==> config.mk <==
export PLATFORM = sky130hd
export DESIGN_NAME = bscan_chain_seq_flat
export DESIGN_NICKNAME = d
export VERILOG_FILES = /design/src/rtl/bscan_pkg.sv /design/src/rtl/bscan_chain_seq_if.sv /design/src/rtl/bscan_shreg.sv /design/src/rtl/bscan_chain_seq.sv /design/src/flat_wrapper.sv
export SDC_FILE = /design/constraint.sdc
export NUM_CORES = 1
export LEC_CHECK = 0
export CAP_MARGIN = 20
export CORE_ASPECT_RATIO = 1.2
export CORE_UTILIZATION = 36
export CTS_BUF_LIST = sky130_fd_sc_hd__clkbuf_16
export CTS_CLUSTER_DIAMETER = 80
export DETAILED_ROUTE_END_ITERATION = 10
export GPL_ROUTABILITY_DRIVEN = 0
export PLACE_DENSITY = 0.63
export SLEW_MARGIN = 15
export SYNTH_ARGS = -nofsm -noshare
export SYNTH_HDL_FRONTEND = slang
export SYNTH_SLANG_ARGS = --single-unit
==> constraint.sdc <==
create_clock -name tclk -period 6.6 [get_ports tclk]
set_clock_uncertainty 0.05 [all_clocks]
set_input_delay 0.66 -clock tclk [delete_from_list [all_inputs] [get_ports tclk]]
set_output_delay 0.66 -clock tclk [all_outputs]
set_load 0.02 [all_outputs]
==> src/rtl/bscan_pkg.sv <==
// Shared types and constants for the right-bottom IO column boundary-scan sequencer.
package bscan_pkg;

  localparam int unsigned IO_CELLS_PER_PAD  = 3;
  localparam int unsigned NUM_PADS          = 13;
  localparam int unsigned CHAIN_LEN_DEFAULT = NUM_PADS * IO_CELLS_PER_PAD;

  typedef enum logic [2:0] {
    StIdle,
    StCapture,
    StShift,
    StUpdate,
    StDone
  } bscan_state_t;

endpackage

==> src/rtl/bscan_chain_seq_if.sv <==
// Request/response and serial chain signals between the JTAG logic, the sequencer and the IO column.
interface bscan_chain_seq_if #(
  parameter int unsigned CHAIN_LEN = bscan_pkg::CHAIN_LEN_DEFAULT
);

  logic                 start;
  logic                 extest;
  logic [CHAIN_LEN-1:0] load_data;
  logic                 sdo;
  logic                 busy;
  logic                 done;
  logic [CHAIN_LEN-1:0] capture_data;
  logic                 sdi;
  logic                 shift;
  logic                 update;
  logic                 hold;
  logic                 bs_en;
  logic                 hiz_b;

  modport slave (
    input  start, extest, load_data, sdo,
    output busy, done, capture_data, sdi, shift, update, hold, bs_en, hiz_b
  );

  modport master (
    output start, extest, load_data, sdo,
    input  busy, done, capture_data, sdi, shift, update, hold, bs_en, hiz_b
  );

endinterface

==> src/rtl/bscan_shreg.sv <==
// Parallel-load shift register feeding sdi, plus the serial-in shadow that collects sdo
// one bit per shift cycle at the position given by bit_idx.
module bscan_shreg #(
  parameter int unsigned WIDTH = 39,
  parameter int unsigned IDX_W = 6
) (
  input  logic             clk,
  input  logic             rst,
  input  logic             load,
  input  logic [WIDTH-1:0] load_data,
  input  logic             shift_en,
  input  logic [IDX_W-1:0] bit_idx,
  input  logic             ser_in,
  output logic             ser_out,
  output logic [WIDTH-1:0] shadow
);

  logic [WIDTH-1:0] sr_q;
  logic [WIDTH-1:0] shadow_q;

  always_ff @(posedge clk or posedge rst) begin
    if (rst) begin
      sr_q     <= '0;
      shadow_q <= '0;
    end else if (load) begin
      sr_q <= load_data;
    end else if (shift_en) begin
      sr_q               <= sr_q >> 1;
      shadow_q[bit_idx]  <= ser_in;
    end
  end

  assign ser_out = sr_q[0];
  assign shadow  = shadow_q;

endmodule

==> src/rtl/bscan_chain_seq.sv <==
// Boundary-scan pass sequencer: capture pads, shift a new vector in while reading the old one
// out, then strobe update. FSM and bit counter live here; the data registers in bscan_shreg.
module bscan_chain_seq
  import bscan_pkg::*;
#(
  parameter int unsigned CHAIN_LEN = CHAIN_LEN_DEFAULT,
  parameter int unsigned CNT_W     = 6
) (
  input logic              tclk,
  input logic              r,
  bscan_chain_seq_if.slave bus
);

  localparam logic [CNT_W-1:0] LastIdx = CNT_W'(CHAIN_LEN - 1);

  bscan_state_t         state_q, state_d;
  logic [CNT_W-1:0]     cnt_q;
  logic                 extest_q;
  logic [CHAIN_LEN-1:0] cap_q;
  logic [CHAIN_LEN-1:0] shadow;
  logic                 sr_out;
  logic                 accept;
  logic                 in_shift;

  assign accept   = (state_q == StIdle) && bus.start;
  assign in_shift = (state_q == StShift);

  always_ff @(posedge tclk or posedge r) begin
    if (r) begin
      state_q <= StIdle;
    end else begin
      state_q <= state_d;
    end
  end

  always_comb begin
    state_d = state_q;
    case (state_q)
      StIdle:    if (bus.start) state_d = StCapture;
      StCapture: state_d = StShift;
      StShift:   if (cnt_q == LastIdx) state_d = StUpdate;
      StUpdate:  state_d = StDone;
      StDone:    state_d = StIdle;
      default:   state_d = StIdle;
    endcase
  end

  always_ff @(posedge tclk or posedge r) begin
    if (r) begin
      cnt_q    <= '0;
      extest_q <= 1'b0;
      cap_q    <= '0;
    end else begin
      if (accept) extest_q <= bus.extest;
      if (state_q == StCapture) begin
        cnt_q <= '0;
      end else if (in_shift) begin
        cnt_q <= cnt_q + CNT_W'(1);
      end
      if (state_q == StUpdate) cap_q <= shadow;
    end
  end

  bscan_shreg #(
    .WIDTH (CHAIN_LEN),
    .IDX_W (CNT_W)
  ) u_shreg (
    .clk       (tclk),
    .rst       (r),
    .load      (accept),
    .load_data (bus.load_data),
    .shift_en  (in_shift),
    .bit_idx   (cnt_q),
    .ser_in    (bus.sdo),
    .ser_out   (sr_out),
    .shadow    (shadow)
  );

  // Pads are tristated for the whole active part of a sample-only pass; in IDLE bs_en keeps
  // the last extest so an EXTEST pass leaves the pads under scan control.
  always_comb begin
    bus.busy   = 1'b1;
    bus.done   = 1'b0;
    bus.shift  = 1'b0;
    bus.update = 1'b0;
    bus.hold   = 1'b1;
    bus.bs_en  = 1'b1;
    bus.hiz_b  = extest_q;
    case (state_q)
      StIdle: begin
        bus.busy  = 1'b0;
        bus.bs_en = extest_q;
        bus.hiz_b = 1'b1;
      end
      StShift:  bus.shift = 1'b1;
      StUpdate: begin
        bus.update = 1'b1;
        bus.hold   = 1'b0;
      end
      StDone: begin
        bus.done  = 1'b1;
        bus.hiz_b = 1'b1;
      end
      default: ;
    endcase
    bus.sdi = in_shift & sr_out;
  end

  assign bus.capture_data = cap_q;

endmodule

==> src/flat_wrapper.sv <==
// flat-port wrapper written by rule: the top's interface ports become plain ports
module bscan_chain_seq_flat import bscan_pkg::*;
#(
  parameter int unsigned CHAIN_LEN = CHAIN_LEN_DEFAULT,
  parameter int unsigned CNT_W     = 6
)
  (tclk, r, bus_start, bus_extest, bus_load_data, bus_sdo, bus_busy, bus_done, bus_capture_data, bus_sdi, bus_shift, bus_update, bus_hold, bus_bs_en, bus_hiz_b);
  bscan_chain_seq_if #(.CHAIN_LEN(CHAIN_LEN)) bus_i ();
  input logic tclk;
  input logic r;
  input wire logic [$bits(bus_i.start)-1:0] bus_start;
  input wire logic [$bits(bus_i.extest)-1:0] bus_extest;
  input wire logic [$bits(bus_i.load_data)-1:0] bus_load_data;
  input wire logic [$bits(bus_i.sdo)-1:0] bus_sdo;
  output wire logic [$bits(bus_i.busy)-1:0] bus_busy;
  output wire logic [$bits(bus_i.done)-1:0] bus_done;
  output wire logic [$bits(bus_i.capture_data)-1:0] bus_capture_data;
  output wire logic [$bits(bus_i.sdi)-1:0] bus_sdi;
  output wire logic [$bits(bus_i.shift)-1:0] bus_shift;
  output wire logic [$bits(bus_i.update)-1:0] bus_update;
  output wire logic [$bits(bus_i.hold)-1:0] bus_hold;
  output wire logic [$bits(bus_i.bs_en)-1:0] bus_bs_en;
  output wire logic [$bits(bus_i.hiz_b)-1:0] bus_hiz_b;
  assign bus_i.start = bus_start;
  assign bus_i.extest = bus_extest;
  assign bus_i.load_data = bus_load_data;
  assign bus_i.sdo = bus_sdo;
  assign bus_busy = bus_i.busy;
  assign bus_done = bus_i.done;
  assign bus_capture_data = bus_i.capture_data;
  assign bus_sdi = bus_i.sdi;
  assign bus_shift = bus_i.shift;
  assign bus_update = bus_i.update;
  assign bus_hold = bus_i.hold;
  assign bus_bs_en = bus_i.bs_en;
  assign bus_hiz_b = bus_i.hiz_b;
  bscan_chain_seq #(.CHAIN_LEN(CHAIN_LEN), .CNT_W(CNT_W)) u_core (.tclk(tclk), .r(r), .bus(bus_i));
endmodule
## Word-level counts from Yosys, hierarchy flattened

Index checks and enable logic that the tools add are counted.
W data, S select, Z words.

| storage, ports and cells | value |
|---|---|
| flip-flop bits (word level) | 127 |
| output and inout bits | 47 |
| logic and storage cells | 43 |

| cells by class | value |
|---|---|
| add/subtract/negate cells | 1 |
| magnitude comparators | 2 |
| equality and inequality tests | 7 |
| multiplexer cells | 17 |
| bitwise gates (word level) | 2 |
| reduce and logical (&&, ||, !) cells | 8 |

Operators with widths:

| cell | number |
|---|---|
| $mux W39 | 2 |
| $bwmux W39 | 1 |
| $mux W6 | 2 |
| $pmux W3 S4 | 1 |
| $mux W1 | 8 |
| $lt A6 B7 Y1 const B | 1 |
| $add A6 B1 Y6 const B | 1 |
| $demux W1 S6 | 1 |
| $eq A3 B2 Y1 const B | 2 |
| $eq A6 B6 Y1 const B | 1 |
| $ge A6 B1 Y1 const B | 1 |
| $mux W3 | 2 |
| $ne A2 B2 Y1 const B | 2 |
| $reduce_and A2 Y1 | 2 |
| $reduce_bool A2 Y1 | 2 |
| $eq A3 B1 Y1 const B | 1 |
| $eq A3 B3 Y1 const B | 1 |
| $logic_not A3 Y1 | 1 |
| $logic_and A1 B1 Y1 | 2 |
| $reduce_or A2 Y1 | 1 |
| $and A1 B1 Y1 | 1 |
| $not A1 Y1 | 1 |

## Logic depth before layout (Yosys ltp)

Gate-level depths: netlist (run 1).

| logic depth | value |
|---|---|
| depth in word-level cells | 5 |
| gate-level depth with buffers | 7 |

## Hierarchy

From an unflattened synthesis (run 1), not the netlist that was laid out.

| second synthesis, totals | value |
|---|---|
| cells, all modules | 455 |
| area, all modules | 5665.4 um2 |

Modules (own cells, without submodules):

| module | instances | cells an instance | area each (um2) | sequential area each (um2) |
|---|---|---|---|---|
| bscan_shreg | 1 | 313 | 3656.0 | 1951.9 |
| bscan_chain_seq | 1 | 142 | 2009.4 | 1226.2 |

## Worst setup path before layout (run 1)

Ideal clock, no wire load.

| timing path | value |
|---|---|
| kind | reg-to-output |
| start point | reg u_core.state_q[1] |
| end point | out bus_sdi |
| arrival time | 1.394 ns |
| data required time | 5.890 ns |
| setup slack | 4.496 ns |
| stages on the path, launching flop included | 6 |
| buffers on the path | 2 |
| path through | dfrtp_1 > or3b_1 > buf_2 > clkinv_2 > buf_4 > and2_1 |

| on the way | value |
|---|---|
| cells in the longest elaborated chain, start to end | 2 |

Ends and longest elaborated chain:

| item | RTL line | source |
|---|---|---|
| from (decl) | bscan_chain_seq.sv:16 | `bscan_state_t state_q, state_d;` |
| from (signal assigned) | bscan_chain_seq.sv:30 | `state_q <= StIdle;` |
| from (signal assigned) | bscan_chain_seq.sv:32 | `state_q <= state_d;` |
| $eq A3 B2 Y1 | bscan_chain_seq.sv:26 | `assign in_shift = (state_q == StShift);` |
| $and A1 B1 Y1 | bscan_chain_seq.sv:106 | `bus.sdi = in_shift & sr_out;` |
| to (decl) | flat_wrapper.sv:18 | `output wire logic [$bits(bus_i.sdi)-1:0] bus_sdi;` |

No other way between the ends.

## Worst setup path in the final report (run 1)

Same ends and word-level chain as after synthesis.

==> flow_summary.toml, run 1 <==
[outcome]
outcome = "complete, no violations"

[setup_path]
r2r-start = "u_core.state_q[0]$_DFFE_PP0P_"
endpoint_kind = "primary output"
crit_arrival_ns = 2.78
critPathLaunchType = "flip-flop"
crit_family = "buffers and inverters"
critPathKind = "reg -> out"
critPathBufInv = 2
worstPathMaxFanout = 44
startpoint = "u_core.state_q[1]$_DFFE_PP0P_"
cp_slowest_stage_delay_ns = 0.60
cpMaxStageDelayCell = "clkdlybuf4s50_1"
required_ns = 5.89
worstPathCellList = "or3b_1 > clkinv_2 > and2_1 > clkdlybuf4s50_1"

[synthesis]
synth_warnings = 0
syn_nets = 539
yosys.cell_types.count = 40
synth_cells = 493
synth_edf_count = 0
synthFlopType = "dfrtp_1"
seq_area_frac_synth_pct = 57.7
syn_area_um2 = 5510
syn_avg_cell_area_um2 = 11.2
synthArstFlopShare_pct = 100
ys_seq_elements = 127

[global_route]
grt_pass1_vias = 3878
grt_use_met3_pct = 4.31
grt.total_usage_pct = 15.6
busiest_layer = "met2"
antenna_found_initial = 0
grt_max_degree = 82
grt_use_met2_pct = 25.3
grt_use_met1_pct = 19.8
grt-ovfl-total = 0
grt_pass1_wl_mm = 18.9

[power]
ir_drop_mv = 0.186
powerDensity_nw_per_um2 = 461
p_seq_share_pct = 37.8
p_leak_nw = 3.41
p_comb_share_pct = 35.2
p_clk_share_pct = 27.1
p_int_mw = 2.17
p_sw_mw = 1.10
sw_frac_of_total_pct = 33.6

[layout]
nets = 616
syn_to_final_growth_pct = 28.6
nFillCells = 1447
drive_above_1_share_pct = 13.9
diodes = 0
layout_common_cells = "dfrtp_1, nand2_1, clkdlybuf4s50_1"
final_common_cell = "dfrtp_1"
final_cells = 785

[cts]
clock-root-buffer = "clkbuf_16"
cts_made_buffers = 17
cts_resized = 0
cts_setup_buffers = 0
clock_sinks = 127
cts_buffer_depth = 2
clk_pin_slew_worst_paths_ns = 0.05
hold_buffers = 0
htree_levels = 4
insertion_delay_ns = 0.41
cts_tree = "done"

[floorplan]
core_area_um2 = 15000
num_rows = 49
die-area_um2 = 15800
io_pins = 91
die_x_um = 115
start_util_pct = 36.8
dieHeight_um = 138

[timing]
hold_viol = 0
worst_slew_pin_slew_ns = 0.876
slew_headroom_pct = 41.3
setup_violations = 0
post-route-period-util_pct = 52.9
slew_viol_final = 0
max_freq_ghz = 0.286
rsz0062_at_grt = "no"
fin_crit_ns = 3.49
setup-tns-final_ns = 0

[detailed_routing]
drt-initial-drc-count = 175
antenna_left = 0
wl_per_cell_um = 14.5
finalWirelength_mm = 11.4
vias_per_cell = 4.94
drt_drc_violations_left = 0
dr.pass1.iters = 4
vias = 3877

[placement]
place_hpwl_mm = 7.48
io_buffer_count = 90
dp.cells = 754

[hold_path]
hp-class = "reg -> reg"
worstHoldStart = "u_core.u_shreg.shadow[11]$_DFFE_PP0P_"

[flow_run]
cap_violations = 0
## area by class of cell
class	count	area [µm²]	share of cell area, %
Clock inverter	13	130	1.84
Sequential cell	127	3180	44.8
Clock buffer	17	425	6.00
Timing Repair Buffer	96	961	13.6
Multi-Input combinational cell	321	2110	29.8
Inverter	7	30.0	0.424
Tap cell	204	255	3.60
## path summary, 6_finish.rpt
check	slack, ns	endpoint	cells past startpoint
setup / recovery	3.11	bus_sdi	4
hold / removal	0.41	u_core.bus.capture_data[11]$_DFFE_PP0P_	2
setup reg to reg	4.02	u_core.u_shreg.sr_q[35]$_DFFE_PP0P_	5
hold reg to reg	0.41	u_core.bus.capture_data[11]$_DFFE_PP0P_	2
max in group asynchronous	4.79	u_core.bus.capture_data[0]$_DFFE_PP0P_	4
min in group asynchronous	0.62	u_core.u_shreg.sr_q[32]$_DFFE_PP0P_	2
## flip-flops by register name (all words and copies together) (netlist names)
name and flops:
u_core.bus.capture_data 39, u_core.u_shreg.shadow 39, u_core.u_shreg.sr_q 39, u_core.cnt_q 6
u_core.state_q 3, u_core.extest_q 1
## power by group through the flow
| stage | clock [mW] | sequential (mW) | combinational, mW |
|---|---|---|---|
| 2_1_floorplan | 0 | 1.30 | 0.714 |
| 3_3_place_gp | 0 | 1.24 | 1.13 |
| 3_5_place_dp | 0 | 1.25 | 1.16 |
| 4_1_cts | 0.901 | 1.24 | 1.17 |
| 5_1_grt | 0.939 | 1.27 | 1.26 |
| 6_report | 0.885 | 1.24 | 1.15 |
## cells in the mapped netlist, drive strengths merged (6+ instances only)
master | count | area, µm²
buf | 20 | 128
nor3 | 6 | 35.0
clkbuf | 18 | 67.6
a22o | 38 | 333
nand3b | 6 | 45.0
nand2 | 124 | 465
nand3 | 32 | 160
mux2 | 40 | 450
inv | 6 | 22.5
a21o | 38 | 285
nor3b | 10 | 111
dfrtp | 127 | 3180
## cell families after synthesis
family          after synthesis  synth area share [%]
simple gates                192                  17.0
flops                       127                  57.7
fa+ha+maj                     2                 0.454
mux                          42                  8.54
buf+inv                      45                  4.04
compound gates               85                  12.3
## through the flow
step	cell area (µm²)	setup slack [ns]	util, %	hold WS, ns	power, mW
final	7090	3.11	47.4	0.414	3.27
after CTS	7070	3.08	47.2	0.416	3.31
after global routing	7090	2.95	47.4	0.432	3.47
after floorplan	5510	2.51	-	0.383	2.02
after detailed placement	6510	3.51	43.5	0.402	2.41
after global placement	6510	3.57	43.5	0.399	2.37
## worst reg2reg max path, stage by stage, from the launching register on
cell and delay [ns]:
dfrtp_1 0.60, or3b_1 0.31, clkinv_2 0.52, nor2_2 0.48
buf_4 0.38, a21o_1 0.18
## per-layer routing
metal  up-vias  share of wire [%]
li1       1861                  -
met1      1902                 45
met2        97                 49
met3        17                4.9
met4         0                1.3
met5         -                  0
Note: power is estimated with default switching activity, not from simulation.
==> inputs of run 2 (changes only) <==
clock period = 3.63 ns   (was 6.6 ns; I/O delays follow)
==> run 2 against run 1 <==
Net effect: setup slack got worse by 2.5 ns; clock-buffer cell count did not move; via count fell by 0.52%; sequential share of layout area fell by 0.14 points; critical path type unchanged; critical endpoint unchanged; largest cell class unchanged.
==> flow_summary.toml, run 2 (synthesis results as in run 1) <==
[cts]
hold_buffers = 0
clk_pin_slew_worst_paths_ns = 0.05
clock_sinks = 127
cts_made_buffers = 17
insertion_delay_ns = 0.41
cts_buffer_depth = 2
cts_setup_buffers = 0
cts_resized = 0
cts_tree = "done"
clock-root-buffer = "clkbuf_16"
htree_levels = 4

[setup_path]
cp_slowest_stage_delay_ns = 0.59
endpoint_kind = "primary output"
critPathLaunchType = "flip-flop"
r2r-start = "u_core.state_q[1]$_DFFE_PP0P_"
crit_arrival_ns = 2.57
cpMaxStageDelayCell = "clkdlybuf4s50_1"
critPathKind = "reg -> out"
worstPathMaxFanout = 24
rr_endpoint = "u_core.cnt_q[4]$_DFFE_PP0P_"
required_ns = 3.22
rr_worst_depth = 5
reg2reg_slack_ns = 1.44
worstPathCellList = "or3b_1 > clkinv_2 > and2_1 > clkdlybuf4s50_1"

[detailed_routing]
antenna_left = 0
drt_drc_violations_left = 0
wl_per_cell_um = 14.3
vias_per_cell = 4.88
drt-initial-drc-count = 211
finalWirelength_mm = 11.3
vias = 3857
dr.pass1.iters = 4

[power]
p_leak_nw = 3.43
p_sw_mw = 2.00
p_int_mw = 3.97
powerDensity_nw_per_um2 = 838
p_clk_share_pct = 27.0
sw_frac_of_total_pct = 33.5
ir_drop_mv = 0.386
p_seq_share_pct = 37.5
p_comb_share_pct = 35.5

[layout]
multi_input_area_um2 = 2110
layout_common_cells = "dfrtp_1, nand2_1, clkdlybuf4s50_1"
final_common_cell = "dfrtp_1"
diodes = 0
drive_above_1_share_pct = 14.2
syn_to_final_growth_pct = 29.1
nets = 619
nFillCells = 1435
seq_area_um2 = 3180

[timing]
max_freq_ghz = 0.335
setup_violations = 0
rsz0062_at_grt = "no"
fin_crit_ns = 2.98
worst_slew_pin_slew_ns = 0.890
slew_headroom_pct = 40.4
setup-tns-final_ns = 0
slew_viol_final = 0
setup_ws_ns = 0.649
post-route-period-util_pct = 82.1
hold_viol = 0

[floorplan]
die-area_um2 = 15800
die_x_um = 115
dieHeight_um = 138
io_pins = 91
num_rows = 49
core_area_um2 = 15000
start_util_pct = 36.8

[global_route]
antenna_found_initial = 0
grt_max_degree = 82
grt-ovfl-total = 0
grt_pass1_vias = 3854
grt.total_usage_pct = 15.7
grt_pass1_wl_mm = 19.0

[flow_run]
cap_violations = 0

[outcome]
outcome = "complete, no violations"

[placement]
dp_slack_ns = 1.09
place_hpwl_mm = 7.52
io_buffer_count = 90

[hold_path]
hp-class = "in -> async"
[run 2: changes by cell type in the layout (fill, tap and decap cells not counted), sizes merged]
cell,change
inv,+2
buf,+3
clkinv,-1
clkinvlp,+1
[run 2: power groups by stage]
| stage | Sequential [mW] | Clock, mW | Combinational [mW] |
|---|---|---|---|
| after global routing | 2.30 | 1.73 | 2.32 |
| after global placement | 2.24 | 0 | 2.10 |
| after floorplan | 2.37 | 0 | 1.30 |
| final | 2.23 | 1.61 | 2.11 |
| after detailed placement | 2.26 | 0 | 2.15 |
| after CTS | 2.24 | 1.66 | 2.15 |
[run 2: layout make-up]
cell class	count	area share, %
sequential	127	44.7
multi-input combinational	321	29.7
timing repair buffer	99	13.7
clock buffer	17	5.98
tap	204	3.59
clock inverter	15	1.92
inverter	7	0.440
[run 2: metal layers]
metal | part of all wire, % | vias to the layer above | global-route usage (%)
li1 | - | 1868 | -
met3 | 5.7 | 13 | 5.54
met2 | 48 | 88 | 25.1
met1 | 45 | 1888 | 19.7
met5 | 0 | - | 0
met4 | 1.1 | 0 | 5.41
[run 2: how the worst max path moves through the flow]
stage                             startpoint                                      to  cells past startpoint
6_report       u_core.state_q[1]$_DFFE_PP0P_                                 bus_sdi                      4
5_1_grt        u_core.state_q[1]$_DFFE_PP0P_                                 bus_sdi                      4
4_1_cts        u_core.state_q[1]$_DFFE_PP0P_                                 bus_sdi                      4
3_5_place_dp   u_core.state_q[1]$_DFFE_PP0P_                                 bus_sdi                      4
3_3_place_gp   u_core.state_q[0]$_DFFE_PP0P_                                 bus_sdi                      4
2_1_floorplan                              r  u_core.bus.capture_data[0]$_DFFE_PP0P_                      1
[run 2: through the flow]
stage | hold slack, ns | util [%] | std cells | area [µm²] | total power, mW
final | 0.402 | 47.5 | 790 | 7110 | 5.96
after detailed placement | 0.404 | 43.8 | 758 | 6560 | 4.41
after global routing | 0.438 | 47.5 | 790 | 7110 | 6.36
after CTS | 0.418 | 47.6 | 790 | 7120 | 6.05
after global placement | 0.400 | 43.8 | 758 | 6560 | 4.34
after floorplan | 0.383 | - | 493 | 5520 | 3.67
[run 2: worst max-delay path: cells and delay by family (launching register included)]
kind	cells	cell delay, ns
buf+inv	2	0.90
simple gates	2	0.68
flops	1	0.57
==> inputs of run 3 (changes only) <==
clock period = 3.1 ns   (was 3.63 ns; I/O delays follow)
==> run 3 against run 2 <==
Net effect: sequential share of layout area fell by 0.37 points; clock power rose by 30%; via count grew 0.36%; largest cell class unchanged; register-to-register slack got worse by 0.70 ns.
==> flow_summary.toml, run 3 (synthesis results as in run 1) <==
[outcome]
outcome = "complete, no violations"

[layout]
drive_above_1_share_pct = 15.1
final_common_cell = "dfrtp_1"
diodes = 0
syn_to_final_growth_pct = 30.1
fin_util_pct = 48.0
final_cells = 788
layout_common_cells = "dfrtp_1, nand2_1, clkdlybuf4s50_1"
nets = 618
finalInstanceArea_um2 = 7170

[hold_path]
hp-class = "in -> async"

[cts]
cts_buffer_depth = 2
insertion_delay_ns = 0.41
clk_pin_slew_worst_paths_ns = 0.06
clock-root-buffer = "clkbuf_16"
cts_tree = "done"
cts_setup_buffers = 0
cts_made_buffers = 17
htree_levels = 4
clock_sinks = 127
cts_resized = 0
hold_buffers = 0

[setup_path]
rr_endpoint = "u_core.u_shreg.sr_q[37]$_DFFE_PP0P_"
r2r-start = "u_core.state_q[1]$_DFFE_PP0P_"
critPathKind = "reg -> out"
critPathLaunchType = "flip-flop"
reg2reg_slack_ns = 0.74
crit_arrival_ns = 2.37
endpoint_kind = "primary output"
required_ns = 2.74
worstPathMaxFanout = 13
rr_worst_depth = 6

[detailed_routing]
finalWirelength_mm = 11.6
vias = 3871
drt_drc_violations_left = 0
wl_per_cell_um = 14.7
drt-initial-drc-count = 177
antenna_left = 0
vias_per_cell = 4.91
dr.pass1.iters = 4

[timing]
hold_viol = 0
max_freq_ghz = 0.366
slew_viol_final = 0
post-route-period-util_pct = 88.2
setup_violations = 0
slew_headroom_pct = 40.8
setup-tns-final_ns = 0
fin_crit_ns = 2.73
worst_slew_pin_slew_ns = 0.884
rsz0062_at_grt = "no"

[placement]
place_area_um2 = 6550
dp.cells = 757
place_hpwl_mm = 7.49
io_buffer_count = 90

[power]
p_sw_mw = 2.40
ir_drop_mv = 0.501
sw_frac_of_total_pct = 33.2
powerDensity_nw_per_um2 = 1010
p_total_mw = 7.21
p_comb_share_pct = 34.3
p_leak_nw = 3.44
p_int_mw = 4.81
p_clk_share_pct = 29.2
p_seq_share_pct = 36.5

[floorplan]
start_util_pct = 36.8
die-area_um2 = 15800
io_pins = 91
num_rows = 49
die_x_um = 115
dieHeight_um = 138
core_area_um2 = 15000

[flow_run]
cap_violations = 0

[global_route]
grt_max_degree = 82
grt.total_usage_pct = 16.0
grt_pass1_wl_mm = 19.5
antenna_found_initial = 0
grt_pass1_vias = 3965
grt-ovfl-total = 0
==> run 3: worst max-delay path: stages, from the launching register on <==
cell and delay [ns]:
dfrtp_1 0.57, or3b_1 0.51, clkinv_2 0.14, and2_1 0.14
clkdlybuf4s50_1 0.60
==> run 3: layout make-up <==
cell class	instances	area (µm²)
well taps	204	255
fillers	1432	7790
flip-flops and latches	127	3180
repair buffers	98	973
clock inverters	14	199
inverters	7	31.3
clock buffers	17	425
multi-input cells	321	2110
==> run 3: stage by stage <==
| step | hold slack [ns] | setup slack (ns) |
|---|---|---|
| floorplan | 0.377 | 1.17 |
| global placement | 0.399 | 0.829 |
| detailed placement | 0.402 | 0.773 |
| CTS | 0.350 | 0.348 |
| global route | 0.365 | 0.263 |
| finish | 0.309 | 0.367 |
==> run 3: how the worst max path moves through the flow <==
stage                             startpoint                                      to  slack [ns]
2_1_floorplan                              r  u_core.bus.capture_data[0]$_DFFE_PP0P_        1.17
3_3_place_gp   u_core.state_q[0]$_DFFE_PP0P_                                 bus_sdi        0.83
3_5_place_dp   u_core.state_q[1]$_DFFE_PP0P_     u_core.u_shreg.sr_q[37]$_DFFE_PP0P_        0.77
4_1_cts        u_core.state_q[1]$_DFFE_PP0P_                                 bus_sdi        0.35
5_1_grt        u_core.state_q[1]$_DFFE_PP0P_                                 bus_sdi        0.26
6_report       u_core.state_q[1]$_DFFE_PP0P_                                 bus_sdi        0.37
==> run 3: per-layer routing <==
layer | track usage [%] | up-vias | wire (µm)
met4 | 5.92 | 0 | 165
met3 | 5.24 | 16 | 645
met5 | 0 | - | 0
met1 | 20.0 | 1894 | 5220
li1 | - | 1854 | -
met2 | 25.8 | 107 | 5530
==> run 3: power groups by stage <==
stage                     combinational, mW  clock [mW]  sequential [mW]
final                                  2.47        2.10             2.63
after global routing                   2.71        2.23             2.72
after CTS                              2.51        2.14             2.64
after detailed placement               2.50           0             2.66
after global placement                 2.44           0             2.63
after floorplan                        1.52           0             2.77
